`src/rtl/bnn_class_vote_pkg.sv`:
```
// Shared constants and types for the BNN class-vote block.
// Class count and state encodings match the ones used by the BNN core.
package bnn_class_vote_pkg;

    localparam int unsigned NUM_CLASSES = 4;
    localparam int unsigned WINDOW      = 16;
    localparam int unsigned CLS_W       = $clog2(NUM_CLASSES);
    localparam int unsigned CNT_W       = $clog2(WINDOW + 1);
    localparam int unsigned FRM_W       = (WINDOW > 1) ? $clog2(WINDOW) : 1;

    typedef enum logic {
        ST_ACCUM = 1'b0,
        ST_SCAN  = 1'b1
    } state_t;

    typedef struct packed {
        logic [CLS_W-1:0] cls;
        logic [CNT_W-1:0] conf;
        logic             tie;
        logic             none;
    } vote_result_t;

endpackage

```
`src/rtl/bnn_class_vote_if.sv`:
```
// Frame input handshake and decision output bundle of the class-vote block.
interface bnn_class_vote_if;
    import bnn_class_vote_pkg::*;

    logic                   in_valid;
    logic                   in_ready;
    logic [NUM_CLASSES-1:0] class_bits;
    logic                   out_valid;
    logic [CLS_W-1:0]       out_class;
    logic [CNT_W-1:0]       out_conf;
    logic                   out_tie;
    logic                   out_none;

    modport master (
        output in_valid, class_bits,
        input  in_ready, out_valid, out_class, out_conf, out_tie, out_none
    );

    modport slave (
        input  in_valid, class_bits,
        output in_ready, out_valid, out_class, out_conf, out_tie, out_none
    );

endinterface

```
`src/rtl/bnn_vote_counter.sv`:
```
// Per-class vote counter; clear has priority over increment.
module bnn_vote_counter
    import bnn_class_vote_pkg::*;
(
    input  logic             clk,
    input  logic             reset,
    input  logic             inc,
    input  logic             clr,
    output logic [CNT_W-1:0] count
);

    always_ff @(posedge clk) begin
        if (reset || clr) begin
            count <= '0;
        end else if (inc) begin
            count <= count + 1'b1;
        end
    end

endmodule

```
`src/rtl/bnn_class_vote.sv`:
```
// Accumulates per-class votes over a window of frames, then scans the
// counts one class per cycle and publishes the argmax decision.
module bnn_class_vote
    import bnn_class_vote_pkg::*;
(
    input  logic            clk,
    input  logic            reset,
    input  logic            ena,
    input  logic            clear,
    bnn_class_vote_if.slave bus
);

    state_t             state;
    state_t             state_next;
    logic [FRM_W-1:0]   frame_cnt;
    logic [CLS_W-1:0]   idx;
    logic [CNT_W-1:0]   best_cnt;
    logic [CLS_W-1:0]   best_idx;
    logic               best_tie;
    logic [CNT_W-1:0]   cnt [NUM_CLASSES];
    vote_result_t       result;
    logic               valid_q;

    logic               accept;
    logic               scan_step;
    logic               scan_last;
    logic               cnt_clr;
    logic               last_frame;
    logic               idx_last;

    logic [CNT_W-1:0]   cur_cnt;
    logic               cur_gt;
    logic               cur_eq;
    logic [CNT_W-1:0]   best_cnt_n;
    logic [CLS_W-1:0]   best_idx_n;
    logic               best_tie_n;

    assign last_frame = (frame_cnt == FRM_W'(WINDOW - 1));
    assign idx_last   = (idx == CLS_W'(NUM_CLASSES - 1));

    for (genvar c = 0; c < NUM_CLASSES; c++) begin : g_cnt
        bnn_vote_counter u_cnt (
            .clk   (clk),
            .reset (reset),
            .inc   (accept & bus.class_bits[c]),
            .clr   (cnt_clr),
            .count (cnt[c])
        );
    end

    always_ff @(posedge clk) begin
        if (reset) begin
            state <= ST_ACCUM;
        end else begin
            state <= state_next;
        end
    end

    always_comb begin
        state_next = state;
        if (ena) begin
            if (clear) begin
                state_next = ST_ACCUM;
            end else begin
                case (state)
                    ST_ACCUM: if (accept && last_frame) state_next = ST_SCAN;
                    ST_SCAN:  if (idx_last)             state_next = ST_ACCUM;
                    default:                            state_next = ST_ACCUM;
                endcase
            end
        end
    end

    always_comb begin
        bus.in_ready = 1'b0;
        accept       = 1'b0;
        scan_step    = 1'b0;
        scan_last    = 1'b0;
        cnt_clr      = 1'b0;
        if (ena) begin
            bus.in_ready = (state == ST_ACCUM);
            if (clear) begin
                cnt_clr = 1'b1;
            end else if (state == ST_ACCUM) begin
                accept = bus.in_valid;
            end else begin
                scan_step = 1'b1;
                scan_last = idx_last;
                cnt_clr   = idx_last;
            end
        end
    end

    // Running argmax step; strict > keeps the lowest index on ties.
    always_comb begin
        cur_cnt    = cnt[idx];
        cur_gt     = (cur_cnt > best_cnt);
        cur_eq     = (cur_cnt == best_cnt) && (idx != '0);
        best_cnt_n = cur_gt ? cur_cnt : best_cnt;
        best_idx_n = cur_gt ? idx : best_idx;
        best_tie_n = cur_gt ? 1'b0 : (cur_eq | best_tie);
    end

    always_ff @(posedge clk) begin
        if (reset) begin
            frame_cnt <= '0;
            idx       <= '0;
            best_cnt  <= '0;
            best_idx  <= '0;
            best_tie  <= 1'b0;
            result    <= '0;
            valid_q   <= 1'b0;
        end else if (ena) begin
            valid_q <= 1'b0;
            if (clear) begin
                frame_cnt <= '0;
                idx       <= '0;
                best_cnt  <= '0;
                best_idx  <= '0;
                best_tie  <= 1'b0;
            end else begin
                if (accept) begin
                    if (last_frame) begin
                        frame_cnt <= '0;
                        idx       <= '0;
                        best_cnt  <= '0;
                        best_idx  <= '0;
                        best_tie  <= 1'b0;
                    end else begin
                        frame_cnt <= frame_cnt + 1'b1;
                    end
                end
                if (scan_step) begin
                    best_cnt <= best_cnt_n;
                    best_idx <= best_idx_n;
                    best_tie <= best_tie_n;
                    idx      <= scan_last ? '0 : idx + 1'b1;
                    if (scan_last) begin
                        result.cls  <= best_idx_n;
                        result.conf <= best_cnt_n;
                        result.tie  <= best_tie_n;
                        result.none <= (best_cnt_n == '0);
                        valid_q     <= 1'b1;
                    end
                end
            end
        end
    end

    // A pulse raised just before ena drops stays pending until ena returns.
    assign bus.out_valid = valid_q & ena;
    assign bus.out_class = result.cls;
    assign bus.out_conf  = result.conf;
    assign bus.out_tie   = result.tie;
    assign bus.out_none  = result.none;

endmodule

```
`src/flat_wrapper.sv`:
```
// flat-port wrapper written by rule: the top's interface ports become plain ports
module bnn_class_vote_flat import bnn_class_vote_pkg::*;
  (clk, reset, ena, clear, bus_in_valid, bus_class_bits, bus_in_ready, bus_out_valid, bus_out_class, bus_out_conf, bus_out_tie, bus_out_none);
  bnn_class_vote_if bus_i ();
  input  logic clk;
  input  logic reset;
  input  logic ena;
  input  logic clear;
  input wire logic [$bits(bus_i.in_valid)-1:0] bus_in_valid;
  input wire logic [$bits(bus_i.class_bits)-1:0] bus_class_bits;
  output wire logic [$bits(bus_i.in_ready)-1:0] bus_in_ready;
  output wire logic [$bits(bus_i.out_valid)-1:0] bus_out_valid;
  output wire logic [$bits(bus_i.out_class)-1:0] bus_out_class;
  output wire logic [$bits(bus_i.out_conf)-1:0] bus_out_conf;
  output wire logic [$bits(bus_i.out_tie)-1:0] bus_out_tie;
  output wire logic [$bits(bus_i.out_none)-1:0] bus_out_none;
  assign bus_i.in_valid = bus_in_valid;
  assign bus_i.class_bits = bus_class_bits;
  assign bus_in_ready = bus_i.in_ready;
  assign bus_out_valid = bus_i.out_valid;
  assign bus_out_class = bus_i.out_class;
  assign bus_out_conf = bus_i.out_conf;
  assign bus_out_tie = bus_i.out_tie;
  assign bus_out_none = bus_i.out_none;
  bnn_class_vote u_core (.clk(clk), .reset(reset), .ena(ena), .clear(clear), .bus(bus_i));
endmodule
```
`config.mk`:
```
export PLATFORM = sky130hd
export DESIGN_NAME = bnn_class_vote_flat
export DESIGN_NICKNAME = d
export VERILOG_FILES = /design/src/rtl/bnn_class_vote_pkg.sv /design/src/rtl/bnn_class_vote_if.sv /design/src/rtl/bnn_vote_counter.sv /design/src/rtl/bnn_class_vote.sv /design/src/flat_wrapper.sv
export SDC_FILE = /design/constraint.sdc
export NUM_CORES = 1
export LEC_CHECK = 0
export CAP_MARGIN = 20
export CORE_MARGIN = 10
export CORE_UTILIZATION = 64
export CTS_BUF_LIST = sky130_fd_sc_hd__clkbuf_2
export DETAILED_ROUTE_END_ITERATION = 6
export HOLD_SLACK_MARGIN = 0.08
export PLACE_DENSITY = 0.87
export SLEW_MARGIN = 20
export SYNTH_ARGS = -nofsm -noshare
export SYNTH_HDL_FRONTEND = slang
export SYNTH_SLANG_ARGS = --single-unit
```
`constraint.sdc`:
```
create_clock -name clk -period 7.49 [get_ports clk]
set_input_delay 0.749 -clock clk [delete_from_list [all_inputs] [get_ports clk]]
set_output_delay 0.749 -clock clk [all_outputs]
set_load 0.005 [all_outputs]
```
# Yosys cells after proc, flatten, opt, wreduce, memory -nomap -nowiden
# Cells that the tools add are included.
[word_totals]
regBits = 45
inputBits = 9
wordCells = 89
[classes]
addsub = 6
order_cmp = 2
eq_ne = 3
n_mux = 43
bitwise = 9
n_reduce_logical = 11
[ops]
columns = ["operator", "count"]
rows = [
  ["5-bit two-way mux", 7],
  ["1-bit two-way mux", 23],
  ["5-bit by 1-bit adder with 5-bit output (second input constant)", 4],
  ["2-bit two-way mux", 8],
  ["4-bit two-way mux", 3],
  ["5-bit binary-select mux with 2-bit select", 1],
  ["3-bit nonzero test", 2],
  ["1-bit AND", 5],
  ["5-bit equality test", 1],
  ["5-bit greater-than comparator", 1],
  ["5-bit zero test", 1],
  ["4-bit by 1-bit adder with 4-bit output (second input constant)", 1],
  ["4-bit equality test (second input constant)", 1],
  ["4-bit AND reduction", 1],
  ["2-bit nonzero test", 2],
  ["3-bit >= comparator (second input constant)", 1],
  ["2-bit NOT with 3-bit output", 1],
  ["3-bit AND reduction", 1],
  ["2-bit by 1-bit adder with 2-bit output (second input constant)", 1],
  ["2-bit equality test (second input constant)", 1],
  ["1-bit logical AND", 2],
  ["1-bit NOT", 2],
  ["1-bit one-hot mux with 2 select lines", 1],
  ["2-bit AND reduction", 1],
  ["other kinds (2)", 2],
]

# Logic depth before layout (Yosys ltp)
[logic_depth]
ltp_word = 10
depth_mapped = 11

# Modules after synthesis
# A second synthesis with hierarchy kept.
[unflattened]
cells_unflattened = 273
hier_area_um2 = 2532.4
[modules_own_cells]
columns = ["mod", "instances", "cells_per_inst", "area_per_inst_um2", "seq_area_each_um2"]
rows = [
  ["bnn_class_vote", 1, 181, 1576.5, 500.5],
  ["bnn_vote_counter", 4, 23, 239.0, 100.1],
]

# Least setup slack after synthesis
# Ideal clock, no wire load.
[synth_path]
path_kind = "register -> register"
start = "register u_core.idx[1]"
end = "register u_core.best_cnt[3]"
arrival_time_ns = 2.331
path_slack_ns = 5.031
path_stages_with_launch = 10
path_buffers = 1
synth_period_minus_slack_ns = 2.459
path_cell_list = "dfxtp_1 > buf_6 > mux4_2 > ha_1 > and3_4 > and3_4 > a31oi_4 > mux2i_1 > a2bb2oi_1 > nor2_1"
[synth_via]
elab_chain_cells = 8
[synth_lines]
columns = ["element", "line_no", "text"]
rows = [
  ["start, declared", "bnn_class_vote.sv:16", "logic [CLS_W-1:0] idx;"],
  ["start signal, assigned", "bnn_class_vote.sv:137", "idx <= scan_last ? '0 : idx + 1'b1;"],
  ["2-bit NOT with 3-bit output (implied by the code) *", "bnn_class_vote.sv:96", "cur_cnt = cnt[idx];"],
  ["5-bit binary-select mux with 2-bit select *", "bnn_class_vote.sv:96", ""],
  ["5-bit two-way mux (implied by the code) * (2 in a row)", "bnn_class_vote.sv:96", ""],
  ["5-bit greater-than comparator", "bnn_class_vote.sv:97", "cur_gt = (cur_cnt > best_cnt);"],
  ["5-bit two-way mux *", "bnn_class_vote.sv:99", "best_cnt_n = cur_gt ? cur_cnt : best_cnt;"],
  ["5-bit two-way mux *", "bnn_class_vote.sv:133", "if (scan_step) begin"],
  ["5-bit two-way mux *", "bnn_class_vote.sv:115", "if (clear) begin"],
  ["end signal, assigned", "bnn_class_vote.sv:134", "best_cnt <= best_cnt_n;"],
  ["end, declared", "bnn_class_vote.sv:17", "logic [CNT_W-1:0] best_cnt;"],
]
# Every way passes the cells marked *; elsewhere a longest branch is shown, timed or not. The select of a mux whose other input is x is not followed.
# A chain may end at the register's enable or synchronous reset.

# Worst setup path in the final report
[layout_path]
start = "register u_core.idx[0]"
end = "register u_core.best_cnt[0]"
# The elaborated chain is that of the path after synthesis.

==> results.md <==
* Status: complete, no violations
* Syn Nets at 263
* Overall die area at 6410 µm²
* Clock insertion delay at the later pin of the skew report at 0.39 ns
* Post-layout min period at 3.02 ns
* Number of flops mapped to enable cells by yosys at 0
* Post-Syn Area at 2310 µm²
* Synth unique cells at 41
* CORE AREA at 3420 µm²
* Least-Margin Pin Slew at 0.925 ns
* 1st-iter DRT viols at 159
* Clock sinks at 45
* #FFs+latches synth at 45
* Initial antenna violation count at 0
* Area growth syn-to-layout at 6.67%
* Main combinational cell family by area after synthesis: simple AND/OR/NAND/NOR gates
* Hold Path Class: reg -> reg
* CP Max Fanout at 13
* Resize count post-CTS at 0
* FILL cells at 276
* Worst VDD drop at 0.134 mV
* Leak pwr at 0.874 nW
* GRT overflow at 0
* Final period utilization at 40.3%
* Synth Area in XOR/XNOR at 6.07%
* PD cells at 144 nW/µm²
* First-pass GRT wire length at 7330 µm
* Final Hold Viols at 0
* H-tree depth at 2
* Post-CTS Setup Repair Bufs at 0
* Post-synth top flop: dfxtp_1
* Post-Synthesis Cells at 242
* Wire length per cell at 14.4 µm
* DP Cell Count at 292
* CP Capture Type: flop
* Post-synthesis adder-cell area fraction at 6.51%
* Peak Freq at 332 MHz
* Crit-path slowest cell: dfxtp_1
* TritonRoute pass-1 iters at 4
* Die Wd at 80.0 µm
* Synth Warn # at 0
* Hold_buf cts at 0
* Critical path type: reg -> reg
* Compound-cell area share of the yosys netlist at 12.5%
* Setup_tns at 0 ns
* All-Layer GR Usage at 14.4%
* WL final at 4300 µm
* Die Y at 80.0 µm
* Detail Route Antenna Nets at 0
* Largest net degree at the start of global routing at 27
* RSZ-0062 raised after global routing: no
* Vias in the first global route at 1,593
* Crit-path cells: mux4_2, ha_1, and3_4, and3_4, a31oi_4, mux2i_1, a2bb2oi_1, nor2_1
* # setup viols final at 0
* Max Clock Skew at 0.00491 ns
* WP data required at 7.77 ns
* Vias per Instance at 5.79
* Drt drc at 0
* Total design power at 355 µW
* Top-count cell post-synth: nor2_1
* Final core utilization at 72.1%
* Post-route insts no fill at 299
* Multi-input logic area at 1250 µm²
* Post-Syn Area per Cell at 9.53 µm²
* Post-synthesis sequential area ratio at 39.0%
* FP Rows at 21
* TritonCTS Buffers at 5
* Post-synth top area cell: dfxtp_1
* Initial Util at 67.5%
* Most frequent CP cell: and3_4
* Synth area leaders: dfxtp_1 39%, nor2_1 7.6%, ha_1 6.5%
* Setup crit start kind: flop
* Post-detail-place hpwl at 3300 µm
* Reg area at 901 µm²
* Synth top area share at 39.0%
* Total of max-cap violations at 0
* Longest Clk Path Bufs at 2
* IO Port Bufs at 19
* Async S/R FF share, synth at 0%
* Post-synthesis mux area share at 8.79%
* Slew margin rel. at 38.1%
* Ports at 20
* CTS tree: done
* Commonest cells in the netlist: 47 x nor2_1, 45 x dfxtp_1, 12 x ha_1, 12 x xor2_1
* Clock Pin Slew Worst Setup and Hold Paths at 0.20 ns
* Clock Tree Root: clkbuf_2
* Nets at 274
* Max Slew Vio Count at 0
* Share of cells above drive strength 1 at 9.49%
* Vias at 1,730
* Simple-Gate Fraction of Synth Area at 20.4%
* RePlAce Congestion at 0.819
* CP max stage delay at 0.64 ns
* Worst path arrival time at 3.29 ns
* Antenna Cells at 0
critical path: cells and delay by family (launching register included):
family                     cells  cell delay, ns
AOI/OAI and AO/OA              2            0.55
DFF                            1            0.64
muxes                          2            0.94
and+or+nand+nor                3            0.40
adders and majority gates      1            0.35
sequential cells by signal, indices dropped and copies added (netlist names):
signal	count
u_core.best_tie	1
u_core.g_cnt.u_cnt.count	20
u_core.best_cnt	5
u_core.best_idx	2
u_core.idx	2
u_core.bus.out_class	2
u_core.frame_cnt	4
u_core.bus.out_conf	5
u_core.state	1
u_core.valid_q	1
u_core.bus.out_tie	1
u_core.bus.out_none	1
routing by layer:
layer / part of all wire, % / vias to the layer above / global-route usage, %
met5: 0 / - / 0
met4: 2.0 / 0 / 7.57
met3: 5.9 / 10 / 3.94
met2: 48 / 39 / 23.4
met1: 44 / 820 / 16.7
li1: - / 861 / -
through the flow:
stage | cell area, µm² | setup slack [ns] | hold WS (ns)
finish | 2460 | 4.47 | 0.486
global route | 2460 | 4.25 | 0.535
CTS | 2460 | 4.47 | 0.493
detailed placement | 2430 | 4.47 | 0.467
global placement | 2430 | 4.62 | 0.453
floorplan | 2310 | 5.03 | 0.443
kinds of logic after synthesis:
logic type               count (synthesis)
AND/OR/NAND/NOR                         94
flip-flops                              45
AO/OA/AOI/OAI                           39
buffers and inverters                   22
XOR/XNOR                                16
multiplexers                            14
adder cells (fa/ha/maj)                 12
cell type report:
class	count	area share (%)
clock buffer	6	1.22
clock inverter	1	0.153
inverter	7	1.07
multi-input combinational	175	50.9
sequential	45	36.6
tap	46	2.34
timing repair buffer	19	7.73
worst paths after layout:
check | endpoint | cells after the start | slack (ns) | start
min | u_core.valid_q$_SDFFE_PP0P_ | 2 | 0.49 | u_core.valid_q$_SDFFE_PP0P_
max | u_core.best_cnt[0]$_SDFFE_PP0P_ | 8 | 4.47 | u_core.idx[0]$_SDFFE_PP0P_
min reg2reg | u_core.valid_q$_SDFFE_PP0P_ | 2 | 0.49 | u_core.valid_q$_SDFFE_PP0P_
max reg2reg | u_core.best_cnt[0]$_SDFFE_PP0P_ | 8 | 4.47 | u_core.idx[0]$_SDFFE_PP0P_
power breakdown:
| part | leakage [nW] | total [mW] | switching [mW] | internal, mW |
|---|---|---|---|---|
| combinational | 0.485 | 0.0208 | 0.0113 | 0.00952 |
| sequential | 0.363 | 0.242 | 0.00114 | 0.241 |
| clock | 0.0265 | 0.0927 | 0.0710 | 0.0218 |
| total | 0.874 | 0.355 | 0.0834 | 0.272 |
cell usage in the layout (no fill, tap or decap), types with 2 or more instances in the layout:
| cell type | n |
|---|---|
| a211oi_1 | 7 |
| and3_4 | 2 |
| clkbuf_2 | 6 |
| a21o_1 | 2 |
| a22oi_1 | 7 |
| ha_1 | 12 |
| xor2_1 | 12 |
| and2_4 | 4 |
| mux4_2 | 5 |
| a2bb2oi_1 | 2 |
| and3_1 | 2 |
| nor2b_1 | 5 |
| dfxtp_1 | 45 |
| nand3_1 | 5 |
| mux2i_1 | 9 |
| o21ai_1 | 2 |
| o21ai_0 | 3 |
| clkdlybuf4s50_1 | 19 |
| a21oi_1 | 8 |
| nand4_1 | 8 |
| and2_1 | 3 |
| nor3_1 | 4 |
| nor2_1 | 47 |
| inv_1 | 7 |
| xnor2_1 | 4 |
| nand3b_1 | 2 |
| nand2_1 | 7 |
Power figures use the tool's default switching activity.
